[src/rtl/mem_port_arbiter.sv]
// Arbitrates a single-ported synchronous RAM between instruction fetch (I) and load/store (D).
// Optional MEM_ARB_RR_EN: round-robin tie-break instead of fixed D-over-I priority.
module mem_port_arbiter #(
    parameter int ADDR_W  = 14,
    parameter int DATA_W  = 32,
    parameter int MEM_LAT = 1
) (
    input  logic              clk,
    input  logic              reset,
    input  logic              i_req,
    input  logic [ADDR_W-1:0] i_addr,
    output logic              i_gnt,
    output logic              i_rvalid,
    input  logic              d_req,
    input  logic              d_we,
    input  logic [2:0]        d_size,
    input  logic [ADDR_W-1:0] d_addr,
    input  logic [DATA_W-1:0] d_wdata,
    output logic              d_gnt,
    output logic              d_rvalid,
    output logic              d_err,
    output logic [DATA_W-1:0] rdata,
    output logic              m_en,
    output logic              m_we,
    output logic [2:0]        m_size,
    output logic [ADDR_W-1:0] m_addr,
    output logic [DATA_W-1:0] m_wdata,
    input  logic [DATA_W-1:0] m_rdata,
    output logic [1:0]        o_dbg_state
);

    // Handshake: a requester holds req until it sees gnt in the same cycle;
    // gnt is only ever raised in IDLE, and exactly one rvalid pulse follows each gnt.
    localparam logic [1:0] S_IDLE  = 2'd0;
    localparam logic [1:0] S_ISSUE = 2'd1;
    localparam logic [1:0] S_WAIT  = 2'd2;
    localparam logic [1:0] S_RESP  = 2'd3;

    localparam logic [3:0] LAT_M1 = 4'(MEM_LAT - 1);

    logic [1:0]        r_state;
    logic [3:0]        r_cnt;
    logic              r_owner_d;
    logic              r_store;
    logic              r_m_en;
    logic              r_m_we;
    logic [2:0]        r_m_size;
    logic [ADDR_W-1:0] r_m_addr;
    logic [DATA_W-1:0] r_m_wdata;
    logic [DATA_W-1:0] r_rdata;
    logic              r_i_rvalid;
    logic              r_d_rvalid;
    logic              r_d_err;

    logic w_idle;
    logic w_d_win;
    logic w_i_win;
    logic w_misalign;

    assign w_idle = (r_state == S_IDLE);

`ifdef MEM_ARB_RR_EN
    logic r_last_d;

    // On a tie, D wins only if I took the previous grant.
    assign w_d_win = d_req & (~i_req | ~r_last_d);

    always_ff @(posedge clk or posedge reset) begin
        if (reset) begin
            r_last_d <= 1'b1;
        end else if (d_gnt) begin
            r_last_d <= 1'b1;
        end else if (i_gnt) begin
            r_last_d <= 1'b0;
        end
    end
`else
    assign w_d_win = d_req;
`endif

    assign w_i_win = i_req & ~w_d_win;
    assign d_gnt   = w_idle & w_d_win;
    assign i_gnt   = w_idle & w_i_win;

    assign w_misalign = ((d_size[1:0] == 2'b01) & d_addr[0]) |
                        ((d_size[1:0] == 2'b10) & (d_addr[1:0] != 2'b00));

    always_ff @(posedge clk or posedge reset) begin
        if (reset) begin
            r_state    <= S_IDLE;
            r_cnt      <= 4'd0;
            r_owner_d  <= 1'b0;
            r_store    <= 1'b0;
            r_m_en     <= 1'b0;
            r_m_we     <= 1'b0;
            r_m_size   <= 3'b000;
            r_m_addr   <= '0;
            r_m_wdata  <= '0;
            r_rdata    <= '0;
            r_i_rvalid <= 1'b0;
            r_d_rvalid <= 1'b0;
            r_d_err    <= 1'b0;
        end else begin
            case (r_state)
                S_IDLE: begin
                    if (d_gnt) begin
                        r_owner_d <= 1'b1;
                        r_store   <= d_we;
                        if (w_misalign) begin
                            // Rejected without a RAM access; respond next cycle.
                            r_state    <= S_RESP;
                            r_d_rvalid <= 1'b1;
                            r_d_err    <= 1'b1;
                        end else begin
                            r_state   <= S_ISSUE;
                            r_m_en    <= 1'b1;
                            r_m_we    <= d_we;
                            r_m_size  <= d_size;
                            r_m_addr  <= d_addr;
                            r_m_wdata <= d_wdata;
                        end
                    end else if (i_gnt) begin
                        r_owner_d <= 1'b0;
                        r_store   <= 1'b0;
                        r_state   <= S_ISSUE;
                        r_m_en    <= 1'b1;
                        r_m_we    <= 1'b0;
                        r_m_size  <= 3'b010;
                        r_m_addr  <= i_addr;
                    end
                end
                S_ISSUE: begin
                    r_m_en  <= 1'b0;
                    r_m_we  <= 1'b0;
                    r_cnt   <= LAT_M1;
                    r_state <= S_WAIT;
                end
                S_WAIT: begin
                    if (r_cnt == 4'd0) begin
                        if (!r_store) begin
                            r_rdata <= m_rdata;
                        end
                        if (r_owner_d) begin
                            r_d_rvalid <= 1'b1;
                            r_d_err    <= 1'b0;
                        end else begin
                            r_i_rvalid <= 1'b1;
                        end
                        r_state <= S_RESP;
                    end else begin
                        r_cnt <= r_cnt - 4'd1;
                    end
                end
                S_RESP: begin
                    r_i_rvalid <= 1'b0;
                    r_d_rvalid <= 1'b0;
                    r_d_err    <= 1'b0;
                    r_state    <= S_IDLE;
                end
                default: begin
                    r_state <= S_IDLE;
                end
            endcase
        end
    end

    assign m_en        = r_m_en;
    assign m_we        = r_m_we;
    assign m_size      = r_m_size;
    assign m_addr      = r_m_addr;
    assign m_wdata     = r_m_wdata;
    assign rdata       = r_rdata;
    assign i_rvalid    = r_i_rvalid;
    assign d_rvalid    = r_d_rvalid;
    assign d_err       = r_d_err;
    assign o_dbg_state = r_state;

endmodule

[config.mk]
export PLATFORM = sky130hd
export DESIGN_NAME = mem_port_arbiter
export DESIGN_NICKNAME = d
export VERILOG_FILES = /design/src/rtl/mem_port_arbiter.sv
export SDC_FILE = /design/constraint.sdc
export NUM_CORES = 1
export LEC_CHECK = 0
export ABC_AREA = 1
export BUFFER_PORTS_ARGS = -buffer_cell sky130_fd_sc_hd__buf_2
export CAP_MARGIN = 10
export CORE_ASPECT_RATIO = 1.4
export CORE_MARGIN = 4
export CORE_UTILIZATION = 48
export CTS_BUF_LIST = sky130_fd_sc_hd__clkbuf_8
export DETAILED_ROUTE_END_ITERATION = 10
export PLACE_DENSITY_LB_ADDON = 0.3
export SKIP_CTS_REPAIR_TIMING = 1
export SLEW_MARGIN = 20
export SYNTH_ARGS = -nofsm -noshare
export SYNTH_HDL_FRONTEND = slang
export SYNTH_SLANG_ARGS = --single-unit
[constraint.sdc]
create_clock -name clk -period 4.15 [get_ports clk]
set_clock_uncertainty 0.1 [all_clocks]
set_input_delay 0.83 -clock clk [delete_from_list [all_inputs] [get_ports clk]]
set_output_delay 0.83 -clock clk [all_outputs]
set_load 0.02 [all_outputs]
==> results by stage, run 1 <==
Outcome:
- The run finished with clean final reports.

Clock network:
- The number of levels the H-tree was split into is 3.
- TritonCTS built the clock tree.
- The clock root buffer is clkbuf_8.
- Clock-pin slew was measured on the worst setup and hold paths at 80 ps.
- Clock latency on the worst-skew pair, taken at its later pin, is 340 ps.
- In this run the deepest clock path goes through 2 buffers.
- The clock sink count is 94.
- The number of buffers created by CTS is 9.

Final layout:
- The number of antenna cells inserted is 0.
- The final layout contains 784 nets.
- The most common cell after layout, fill and taps aside is nand2_1.
- The fill cell total of the finished layout is 724.
- The share of layout cells above drive strength 1 is 32.40%.
- Excluding fillers, the count of instances in the completed layout stands at 784.
- The final core utilization is 64.22%.
- In the layout the commonest cells are nand2_1 (231), buf_2 (189), dfrtp_1 (94).
- From synthesis to final layout, the design area changed by 28.49%.

Power and ir drop:
- The sequential share of power is 37.4%.
- The overall power is 0.004124 W.
- The design internal power is 0.002301 W.
- Net switching is 44.19% of the power.
- The power density over the cells is 774.0 mW/mm^2.
- Per report_power, the clock group accounts for 15.5% of the total.
- VDD sags by at most 0.0004100 V.
- The combinational fraction of design power is 47.1%.
- For this design the static power due to leakage is 3.230 nW.
- The net switching power of the design is 0.001822 W.

STA:
- The number of endpoints failing setup at the final stage is 0.
- The tightest hold path in the finished design has a slack of 373.7 ps.
- The worst slew margin relative to its limit is 39.76%.
- The max-slew violation count is 0.
- The aggregate negative setup slack is 0 ps.
- Setup repair after global routing left no endpoint under its margin.
- The number of hold violations in the final report is 0.
- The final critical path takes up 68.73% of the cycle.
- For the pin with the worst max-slew slack, the measured transition is 903.6 ps.
- Derived from the worst setup path, the maximum achievable clock frequency is 350.6 MHz.
- The final critical path time including I/O delays and setup is 2852 ps.

Yosys:
- The synthesized design spends more area on one cell type than any other, namely dfrtp_1.
- The synthesized design contains 94 register bits.
- Synthesis produced a netlist whose cell count is 494.
- Averaged over all synthesized cells, the footprint is 8.394 sq um.
- In this run the cell area of the synthesized design comes to 0.004146 sq mm.
- The distinct cell type count after synthesis is 27.
- Yosys printed 0 warnings.
- In the post-synthesis netlist, the biggest area contributors are dfrtp_1 (57%), nand2_1 (21%), o21ai_0 (4.7%), inv_1 (4.3%), nand3_1 (2.3%).
- When the netlist entered floorplanning its net count stood at 601.
- The fraction of post-synthesis cell area in the top cell type by area is 56.73%.
- The part of the Yosys area used for sequential elements is 56.73%.

Global route:
- The via count of the first global-routing pass is 3547.
- The initial antenna violation count is 0.
- In the global route stage, overall resource usage came out at 20.03%.
- The first global-routing pass estimated 16370 um of wire.
- The largest net degree at the start of global routing is 75.
- The total overflow left after global routing is 0.

Routing:
- The DRC violation count after routing is 0.
- Before antenna repair, the detailed router went through 4 iterations.
- Dividing the detail-routed wire length by the instance count gives 12.92 um.
- The via density per instance is 4.684.
- The final routed wirelength across all metal layers is 10130 um.
- The final route contains 3672 vias.
- The antenna violation net count after detailed routing is 0.
- The number of DRC violations after detailed-routing iteration 0 is 144.

Setup path:
- The number of cells on the worst reg-to-reg path is 8.
- The cell with the largest stage delay on the worst path is dfrtp_1.
- The capture instance of the worst register-to-register path is m_wdata[25]$_DFFE_PP0P_.
- The signal on the critical path passes through inv_1 -> ha_1 -> nand2_4 -> clkinv_2 -> buf_2.
- The startpoint identified for the worst register-to-register timing path is o_dbg_state[0]$_DFFE_PP0P_.
- For the worst setup path, the data required time is 3220 ps.
- STA classifies the critical path startpoint as a register.
- The largest fanout of any net on the critical path is 21.
- The critical path class is register to output port.
- At the worst endpoint, the arrival time is 1920 ps.
- STA classifies the critical path endpoint as an output port.
- The longest individual stage delay on the worst path is 420 ps.
- The worst register-to-register path has a setup slack of 1810 ps.

Die:
- For this configuration, the core starts out at a cell density of 49.98%.
- The floorplan step defined a die boundary enclosing 0.01021 sq mm.
- The area of the core is 0.008295 sq mm.
- The floorplan has 39 rows.
- The top-level I/O count is 190.
- The floorplan die height is 118.0 um.
- The horizontal die dimension is 86.55 um.

Worst hold path:
- The worst hold path belongs to the class register to register.
- The worst hold path endpoint is m_addr[9]$_DFFE_PP0P_.
- The worst hold path was traced through 2 stages.
- The startpoint of the lowest-slack hold path is m_addr[9]$_DFFE_PP0P_.

Place:
- The routability congestion estimate is 0.8728.
- Including well taps, the total number of placed cells is 768.
- The number of buffers inserted by port buffering is 189.
- The HPWL after detailed placement is 7828 um.

Run:
- The number of max-cap violations is 0.
critical path, delay by kind of cell (launching register included):
kind          cells  cell delay (ps)
buf+inv           3              690
flops             1              420
fa+ha+maj         1              270
simple gates      1              190
how the worst max path moves through the flow:
stage / start / to / slack [ps] / cells past startpoint
after global placement: d_req / d_gnt / 1540 / 4
after floorplan: reset / d_err$_DFFE_PP0P_ / 770 / 1
after detailed placement: d_req / d_gnt / 1500 / 4
after global routing: o_dbg_state[1]$_DFFE_PP0P_ / d_gnt / 1170 / 5
final: o_dbg_state[0]$_DFFE_PP0P_ / d_gnt / 1300 / 5
after CTS: o_dbg_state[0]$_DFFE_PP0P_ / d_gnt / 1270 / 5
cell families (layout without fill, tap and decap cells):
group                      count (synthesis)  in the layout  share of synthesized area (%)
DFF                                       94             94                          56.73
AOI/OAI and AO/OA                         48             48                          6.428
buffers and inverters                     71            259                          7.936
and+or+nand+nor                          274            274                          26.80
adders and majority gates                  7              7                          2.112
stage by stage:
step	worst slack [ps]	cell area, sq um
after floorplan	771.3	4146
after global placement	1535	5107
after detailed placement	1505	5107
after CTS	1268	5328
after global routing	1167	5328
final	1298	5328
cell usage after synthesis:
master,count
o21ai_4,1
ha_1,7
o21bai_1,1
buf_2,8
or2_2,1
a21oi_1,2
nand2_4,3
o22ai_1,1
o21ai_0,39
inv_1,48
o21ai_1,3
dfrtp_1,94
buf_4,1
nand3_4,1
nand4_2,1
nand2_2,2
a21oi_4,1
inv_2,2
nand3_1,19
buf_6,6
inv_4,1
nand4_1,2
nand2_1,231
nor2_1,13
clkinv_2,1
clkbuf_1,4
nor3_1,1
routing by layer:
metal  share of wire [%]  GRT usage (%)  vias to the layer above
met5                   0              0                        -
met1                  41          25.10                     1654
li1                    -              -                     1877
met4                0.64          5.263                        0
met2                  51          33.91                      136
met3                 7.9          5.252                        5
power by group through the flow:
stage	Sequential (W)	Combinational, W	Clock [W]
finish	0.00154	0.00194	0.000637
global route	0.00160	0.00216	0.000705
CTS	0.00155	0.00197	0.000664
detailed placement	0.00156	0.00197	0
global placement	0.00155	0.00191	0
floorplan	0.00205	0.000840	0
sequential cells by signal, indices dropped and copies added, names as in the netlist, 2 cells and up:
signal       flops
o_dbg_state      2
m_wdata         32
m_size           3
rdata           32
m_addr          14
r_cnt            4
final cells by class:
type / instances / area (sq um) / area share (%)
clock buffer: 13 / 178.9 / 3.358
inverter: 52 / 201.4 / 3.781
timing repair buffer: 191 / 960.9 / 18.04
sequential: 94 / 2352 / 44.15
tap: 102 / 127.6 / 2.395
clock inverter: 3 / 41.29 / 0.7750
multi-input combinational: 329 / 1465 / 27.50
Note: power is estimated with default switching activity, not from simulation.
==> run 2, diff against run 1 <==
clock period = 2.8 ns   (was 4.15 ns; I/O delays follow)
==> run 2 against run 1 <==
Sequential cell count stayed put. Critical path depth stayed put. Sequential share of layout area fell by 0.19 points. Sequential power rose by 49%. Count of clock-buffer cells in the layout fell by 4. Non-clock buffer count grew 2. Power rose by 49%. Via count grew 1.2%. Utilization grew 0.27 points. Critical path type unchanged. Critical endpoint unchanged. Largest power group unchanged.
==> results by stage, run 2 (synthesis results as in run 1) <==
Setup path:
- The data arrival time of the critical path was 1910 ps (was 1920 ps).
- The data required time of the worst path is 2140 ps (was 3220 ps).
- The startpoint type of the worst setup path is a register (unchanged).
- The longest individual stage delay on the worst path is 420 ps (about the same).
- The critical path class is register to output port (unchanged).
- The cell with the largest stage delay on the worst path is dfrtp_1 (unchanged).
- The largest fanout of any net on the critical path is 21 (unchanged).
- The endpoint class of the critical path is an output port (unchanged).
- Series of cell instances along the critical path: inv_1 -> ha_1 -> nand2_4 -> clkinv_2 -> buf_2 (unchanged).
- The slack of the worst reg-to-reg path is 490 ps (was 1810 ps).

Clock network:
- The TritonCTS clock tree is yes (unchanged).
- The clock sink count is 94 (unchanged).
- The number of levels the H-tree was split into is 3 (unchanged).
- The clock root buffer was clkbuf_8 (unchanged).
- The maximum buffer depth of the clock tree came to 2 (unchanged).
- The clock transition at the registers of the reported paths is 90 ps (was 80 ps).
- The number of buffers created by CTS came to 9 (unchanged).
- The clock network latency to the later pin of the worst-skew pair was 350 ps (was 340 ps).

Global route:
- The first-pass GRT wire length is 16880 um (was 16370 um).
- The initial antenna violation count is 0 (unchanged).
- The largest net degree at the start of global routing is 65 (was 75).
- The met3 track demand over resource came to 4.482% (was 5.252%).
- The via count of the first global-routing pass is 3615 (was 3547).
- The global routing met1 resource utilization is 25.86% (was 25.10%).
- The global routing usage on met2 came to 33.33% (was 33.91%).
- The highest-utilization routing layer at the global route stage is met2 (unchanged).
- The total routing resource utilization after global routing came to 20.35% (was 20.03%).
- The total congestion overflow after global routing was 0 (unchanged).

Routing:
- The antenna violation net count after detailed routing is 0 (unchanged).
- The DRC violation count after routing is 0 (unchanged).
- The via density per instance is 4.728 (was 4.684).
- The count of vias placed by the detailed router is 3716 (was 3672).
- The number of DRC violations after detailed-routing iteration 0 is 174 (was 144).
- The wire length per cell after detailed routing came to 13.13 um (was 12.92 um).
- The final routed wirelength across all metal layers came to 10320 um (was 10130 um).
- The number of search-and-repair iterations in the first detailed-routing pass came to 4 (unchanged).

Die:
- The number of rows in the core area is 39 (unchanged).
- The floorplan die height was 118.0 um (unchanged).
- The starting utilization of the core area is 49.98% (unchanged).
- The top-level I/O count is 190 (unchanged).
- The area of the die is 0.01021 sq mm (unchanged).
- The area of the core is 0.008295 sq mm (unchanged).
- The horizontal die dimension came to 86.55 um (unchanged).

Place:
- The pre-CTS setup slack is 478.2 ps (was 1505 ps).
- The half-perimeter wire length of the detailed placement result is 8002 um (was 7828 um).
- The number of buffers inserted by port buffering is 189 (unchanged).
- The number of cells after detailed placement came to 770 (was 768).
- The placed instance area was 0.005136 sq mm (was 0.005107 sq mm).
- The routability congestion estimate came to 0.8143 (was 0.8728).

Final layout:
- The most common cell after layout, fill and taps aside is nand2_1 (unchanged).
- The layout-stage area growth over the synthesis result is 29.03% (was 28.49%).
- The area used by multi-input combinational logic is 0.001465 sq mm (unchanged).
- The post-layout net count is 786 (was 784).
- The fill cell total of the finished layout is 747 (was 724).
- The final core utilization is 64.49% (was 64.22%).
- The share of layout cells above drive strength 1 was 32.60% (was 32.40%).
- Highest-count cells in the layout ignoring fill and taps: nand2_1 (231), buf_2 (189), dfrtp_1 (94) (unchanged).
- The post-route standard cell area excluding fillers is 0.005350 sq mm (was 0.005328 sq mm).
- The count of non-filler cells in the finished layout is 786 (was 784).
- The number of antenna cells inserted came to 0 (unchanged).
- The area taken by flip-flops and latches was 0.002352 sq mm (unchanged).

Power and ir drop:
- The power density over the cells is 1150 mW/mm^2 (was 774.0 mW/mm^2).
- The worst voltage drop across the vdd grid is 0.0005883 V (was 0.0004100 V).
- The leakage power figure was 3.237 nW (was 3.230 nW).

STA:
- The transition time of the tightest slew-check pin is 696.6 ps (was 903.6 ps).
- The final critical path time including I/O delays and setup is 2567 ps.
- The worst setup margin was 232.9 ps (was 1298 ps).
- RSZ-0062 raised after global routing: no (unchanged).
- Timing would allow up to 389.5 MHz.
- The final worst-path cycle share is 91.68%.
- The aggregate negative setup slack is 0 ps (unchanged).
- The number of hold violations in the final report is 0 (unchanged).
- The worst slew margin relative to its limit was 53.46% (was 39.76%).
- The max-slew violation count is 0 (unchanged).
- The number of endpoints failing setup at the final stage is 0 (unchanged).

Worst hold path:
- The path category of the worst min-delay check was input port to async pin (was register to register).

Outcome:
- Status: completed (unchanged).

Run:
- The number of max-cap violations came to 0 (unchanged).
-- run 2: changes by cell type in the layout (fill, tap and decap cells not counted), sizes merged --
| cell | before | now |
|---|---|---|
| clkinvlp | 1 | 2 |
| buf | 191 | 193 |
| bufinv | 1 | 2 |
| clkbuf | 13 | 9 |
| inv | 52 | 51 |
| clkinv | 1 | 4 |
-- run 2: critical path: cells and delay by family (launching register included) --
| kind | cells | cell delay [ps] |
|---|---|---|
| flops | 1 | 420 |
| buf+inv | 3 | 670 |
| fa+ha+maj | 1 | 270 |
| simple gates | 1 | 180 |
-- run 2: cell type report --
class	count	share of cell area, %
multi-input combinational	329	27.39
tap	102	2.385
sequential	94	43.97
clock inverter	7	1.684
clock buffer	9	2.315
inverter	52	3.789
timing repair buffer	193	18.48
-- run 2: worst paths after layout --
check / startpoint / to / cells past startpoint
worst max-delay path: o_dbg_state[0]$_DFFE_PP0P_ / d_gnt / 5
worst min-delay path: reset / rdata[24]$_DFFE_PP0P_ / 2
worst max register to register: o_dbg_state[0]$_DFFE_PP0P_ / m_wdata[5]$_DFFE_PP0P_ / 8
worst min register to register: m_addr[3]$_DFFE_PP0P_ / m_addr[3]$_DFFE_PP0P_ / 2
max in group asynchronous: reset / rdata[5]$_DFFE_PP0P_ / 3
min in group clk: d_wdata[6] / m_wdata[6]$_DFFE_PP0P_ / 3
-- run 2: power breakdown --
group	switching, W	total (W)	leakage, nW	internal [W]
clock	0.000461	0.000959	0.110	0.000498
sequential	0.000322	0.00230	1.17	0.00198
combinational	0.00196	0.00290	1.95	0.000940
total	0.00274	0.00615	3.24	0.00341
-- run 2: metrics by stage --
stage / hold slack [ps] / power (W)
floorplan: 398.2 / 0.004285
global placement: 352.9 / 0.005141
detailed placement: 355.3 / 0.005256
CTS: 206.4 / 0.006228
global route: 236.7 / 0.006641
finish: 199.7 / 0.006154
-- run 2: routing by layer --
| metal | up-vias | routed length (um) |
|---|---|---|
| met5 | - | 0 |
| met4 | 0 | 198 |
| met3 | 17 | 793 |
| met2 | 133 | 5081 |
| met1 | 1692 | 4250 |
| li1 | 1874 | - |
==> run 3, diff against run 2 <==
PLACE_DENSITY_LB_ADDON = 0.05   (was 0.3)
==> run 3 against run 2 <==
Hold slack worse by 60 ps. Global-route usage is 0.41 points higher. Final area is 1.2% lower. Non-clock buffer count is 2 lower. Routed wire length is 1.5% higher. Die area stayed put. Utilization is 0.75 points lower. Via count is 0.13% higher. Sequential power hardly changed. Sequential cell count stayed put. Power is 3.0% lower. Critical path depth stayed put.
==> results by stage, run 3 (synthesis results as in run 1) <==
Setup path:
- The critical path class is register to output port (unchanged).
- The endpoint class of the critical path is an output port (unchanged).
- The kind of cell with the highest combined delay on the critical path is buffers and inverters (unchanged).
- The longest individual stage delay on the worst path was 430 ps (was 420 ps).
- The data arrival time of the critical path is 1930 ps (was 1910 ps).
- The largest fanout of any net on the critical path came to 21 (unchanged).
- The cell with the largest stage delay on the worst path is dfrtp_1 (unchanged).
- The data required time of the worst path is 2140 ps (about the same).
- Series of cell instances along the critical path: inv_1 -> ha_1 -> nand2_4 -> clkinv_2 -> buf_2 (unchanged).
- The buffer and inverter count on the worst path was 3 (unchanged).
- The startpoint type of the worst setup path is a register (unchanged).

Routing:
- The antenna violation net count after detailed routing is 0 (unchanged).
- The via density per instance is 4.746 (was 4.728).
- The DRC violation count after routing is 0 (unchanged).
- The number of search-and-repair iterations in the first detailed-routing pass was 4 (unchanged).
- The count of vias placed by the detailed router was 3721 (was 3716).
- The number of DRC violations after detailed-routing iteration 0 came to 162 (was 174).
- The final routed wirelength across all metal layers came to 10480 um (was 10320 um).
- The wire length per cell after detailed routing came to 13.36 um (was 13.13 um).

Power and ir drop:
- The clock network fraction of design power is 13.2% (was 15.6%).
- The sequential share of power is 38.6% (was 37.3%).
- The leakage power figure is 3.209 nW (was 3.237 nW).
- The design internal power was 0.003223 W (was 0.003414 W).
- The combinational fraction of design power was 48.2% (was 47.1%).
- The worst voltage drop across the vdd grid is 0.0005843 V (was 0.0005883 V).
- The net switching power of the design is 0.002746 W (was 0.002740 W).
- The switching portion of total power came to 46.00% (was 44.53%).
- The power density over the cells is 1129 mW/mm^2 (was 1150 mW/mm^2).
- The overall power is 0.005969 W (was 0.006154 W).

STA:
- RSZ-0062 raised after global routing: no (unchanged).
- The top achievable clock speed is 386.8 MHz (was 389.5 MHz).
- The final worst-path cycle share was 92.33% (was 91.68%).
- The number of endpoints failing setup at the final stage was 0 (unchanged).
- The number of hold violations in the final report is 0 (unchanged).
- The aggregate negative setup slack is 0 ps (unchanged).
- The max-slew violation count is 0 (unchanged).
- The transition time of the tightest slew-check pin is 529.9 ps (was 696.6 ps).
- The worst setup margin is 214.7 ps (was 232.9 ps).
- The final critical path time including I/O delays and setup is 2585 ps (was 2567 ps).
- The worst slew margin relative to its limit is 64.67% (was 53.46%).

Clock network:
- The clock transition at the registers of the reported paths was 90 ps (about the same).
- The maximum buffer depth of the clock tree came to 2 (unchanged).
- The clock sink count came to 94 (unchanged).
- The number of levels the H-tree was split into is 3 (unchanged).
- The TritonCTS clock tree is yes (unchanged).
- The number of buffers created by CTS is 9 (unchanged).
- The clock network latency to the later pin of the worst-skew pair is 350 ps (about the same).
- The clock root buffer was clkbuf_8 (unchanged).

Final layout:
- Highest-count cells in the layout ignoring fill and taps: nand2_1 (231), buf_2 (189), dfrtp_1 (94) (unchanged).
- The number of antenna cells inserted came to 0 (unchanged).
- The share of layout cells above drive strength 1 is 32.26% (was 32.60%).
- The post-layout net count is 784 (was 786).
- The count of non-filler cells in the finished layout is 784 (was 786).
- The most common cell after layout, fill and taps aside was nand2_1 (unchanged).
- The layout-stage area growth over the synthesis result is 27.52% (was 29.03%).

Place:
- The routability congestion estimate is 0.7815 (was 0.8143).
- The number of buffers inserted by port buffering is 189 (unchanged).
- The half-perimeter wire length of the detailed placement result is 7978 um (was 8002 um).
- The number of cells after detailed placement was 768 (was 770).
- The pre-CTS setup slack is 462.1 ps (was 478.2 ps).

Run:
- The number of max-cap violations is 0 (unchanged).

Worst hold path:
- The path category of the worst min-delay check is input port to async pin (unchanged).

Die:
- The top-level I/O count is 190 (unchanged).
- The horizontal die dimension was 86.55 um (unchanged).
- The number of rows in the core area is 39 (unchanged).
- The area of the die is 0.01021 sq mm (unchanged).
- The area of the core is 0.008295 sq mm (unchanged).
- The floorplan die height came to 118.0 um (unchanged).
- The starting utilization of the core area is 49.98% (unchanged).

Global route:
- The largest net degree at the start of global routing came to 73 (was 65).
- The via count of the first global-routing pass is 3747 (was 3615).
- The first-pass GRT wire length was 17210 um (was 16880 um).
- The total congestion overflow after global routing is 0 (unchanged).
- The total routing resource utilization after global routing came to 20.76% (was 20.35%).
- The initial antenna violation count is 0 (unchanged).

Outcome:
- Status: completed (unchanged).
[run 3: changes by cell type in the layout (fill, tap and decap cells not counted)]
cell | previous run | this run
buf_4 | 3 | 1
bufinv_16 | 2 | 0
inv_1 | 48 | 49
inv_6 | 0 | 1
[run 3: per-layer routing]
layer	share of wire [%]	GRT usage [%]	vias up	routed length, um
met4	1.9	8.187	0	203
met3	6.9	3.852	17	728
met5	0	0	-	0
met1	41	25.63	1706	4316
li1	-	-	1870	-
met2	50	35.25	128	5231
[run 3: power by group through the flow]
| stage | sequential [W] | clock, W | combinational (W) |
|---|---|---|---|
| after global placement | 0.00231 | 0 | 0.00285 |
| after CTS | 0.00231 | 0.000818 | 0.00293 |
| final | 0.00230 | 0.000790 | 0.00288 |
| after global routing | 0.00238 | 0.000869 | 0.00320 |
| after floorplan | 0.00304 | 0 | 0.00125 |
| after detailed placement | 0.00232 | 0 | 0.00293 |
[run 3: path summary, 6_finish.rpt]
path / cells after the start / to / from / slack, ps
setup / recovery: 5 / d_gnt / o_dbg_state[1]$_DFFE_PP0P_ / 210
hold / removal: 2 / m_wdata[15]$_DFFE_PP0P_ / reset / 140
setup reg to reg: 8 / m_wdata[22]$_DFFE_PP0P_ / o_dbg_state[1]$_DFFE_PP0P_ / 470
hold reg to reg: 2 / m_addr[4]$_DFFE_PP0P_ / m_addr[4]$_DFFE_PP0P_ / 380
max in group asynchronous: 3 / m_wdata[3]$_DFFE_PP0P_ / reset / 1740
min in group clk: 3 / m_wdata[13]$_DFFE_PP0P_ / d_wdata[13] / 290
[run 3: through the flow]
step                instance area, sq um  hold slack, ps  util (%)
floorplan                           4150           398.2         -
global placement                    5121           350.2     61.73
detailed placement                  5121           357.0     61.73
CTS                                 5288           136.3     63.74
global route                        5288           170.9     63.74
finish                              5288           139.4     63.74
[run 3: layout make-up]
type / instances / area, sq um
clock inverter: 7 / 42.54
sequential: 94 / 2352
tap: 102 / 127.6
inverter: 52 / 202.7
fill: 750 / 3008
multi-input combinational: 329 / 1465
clock buffer: 9 / 123.9
timing repair buffer: 191 / 973.4
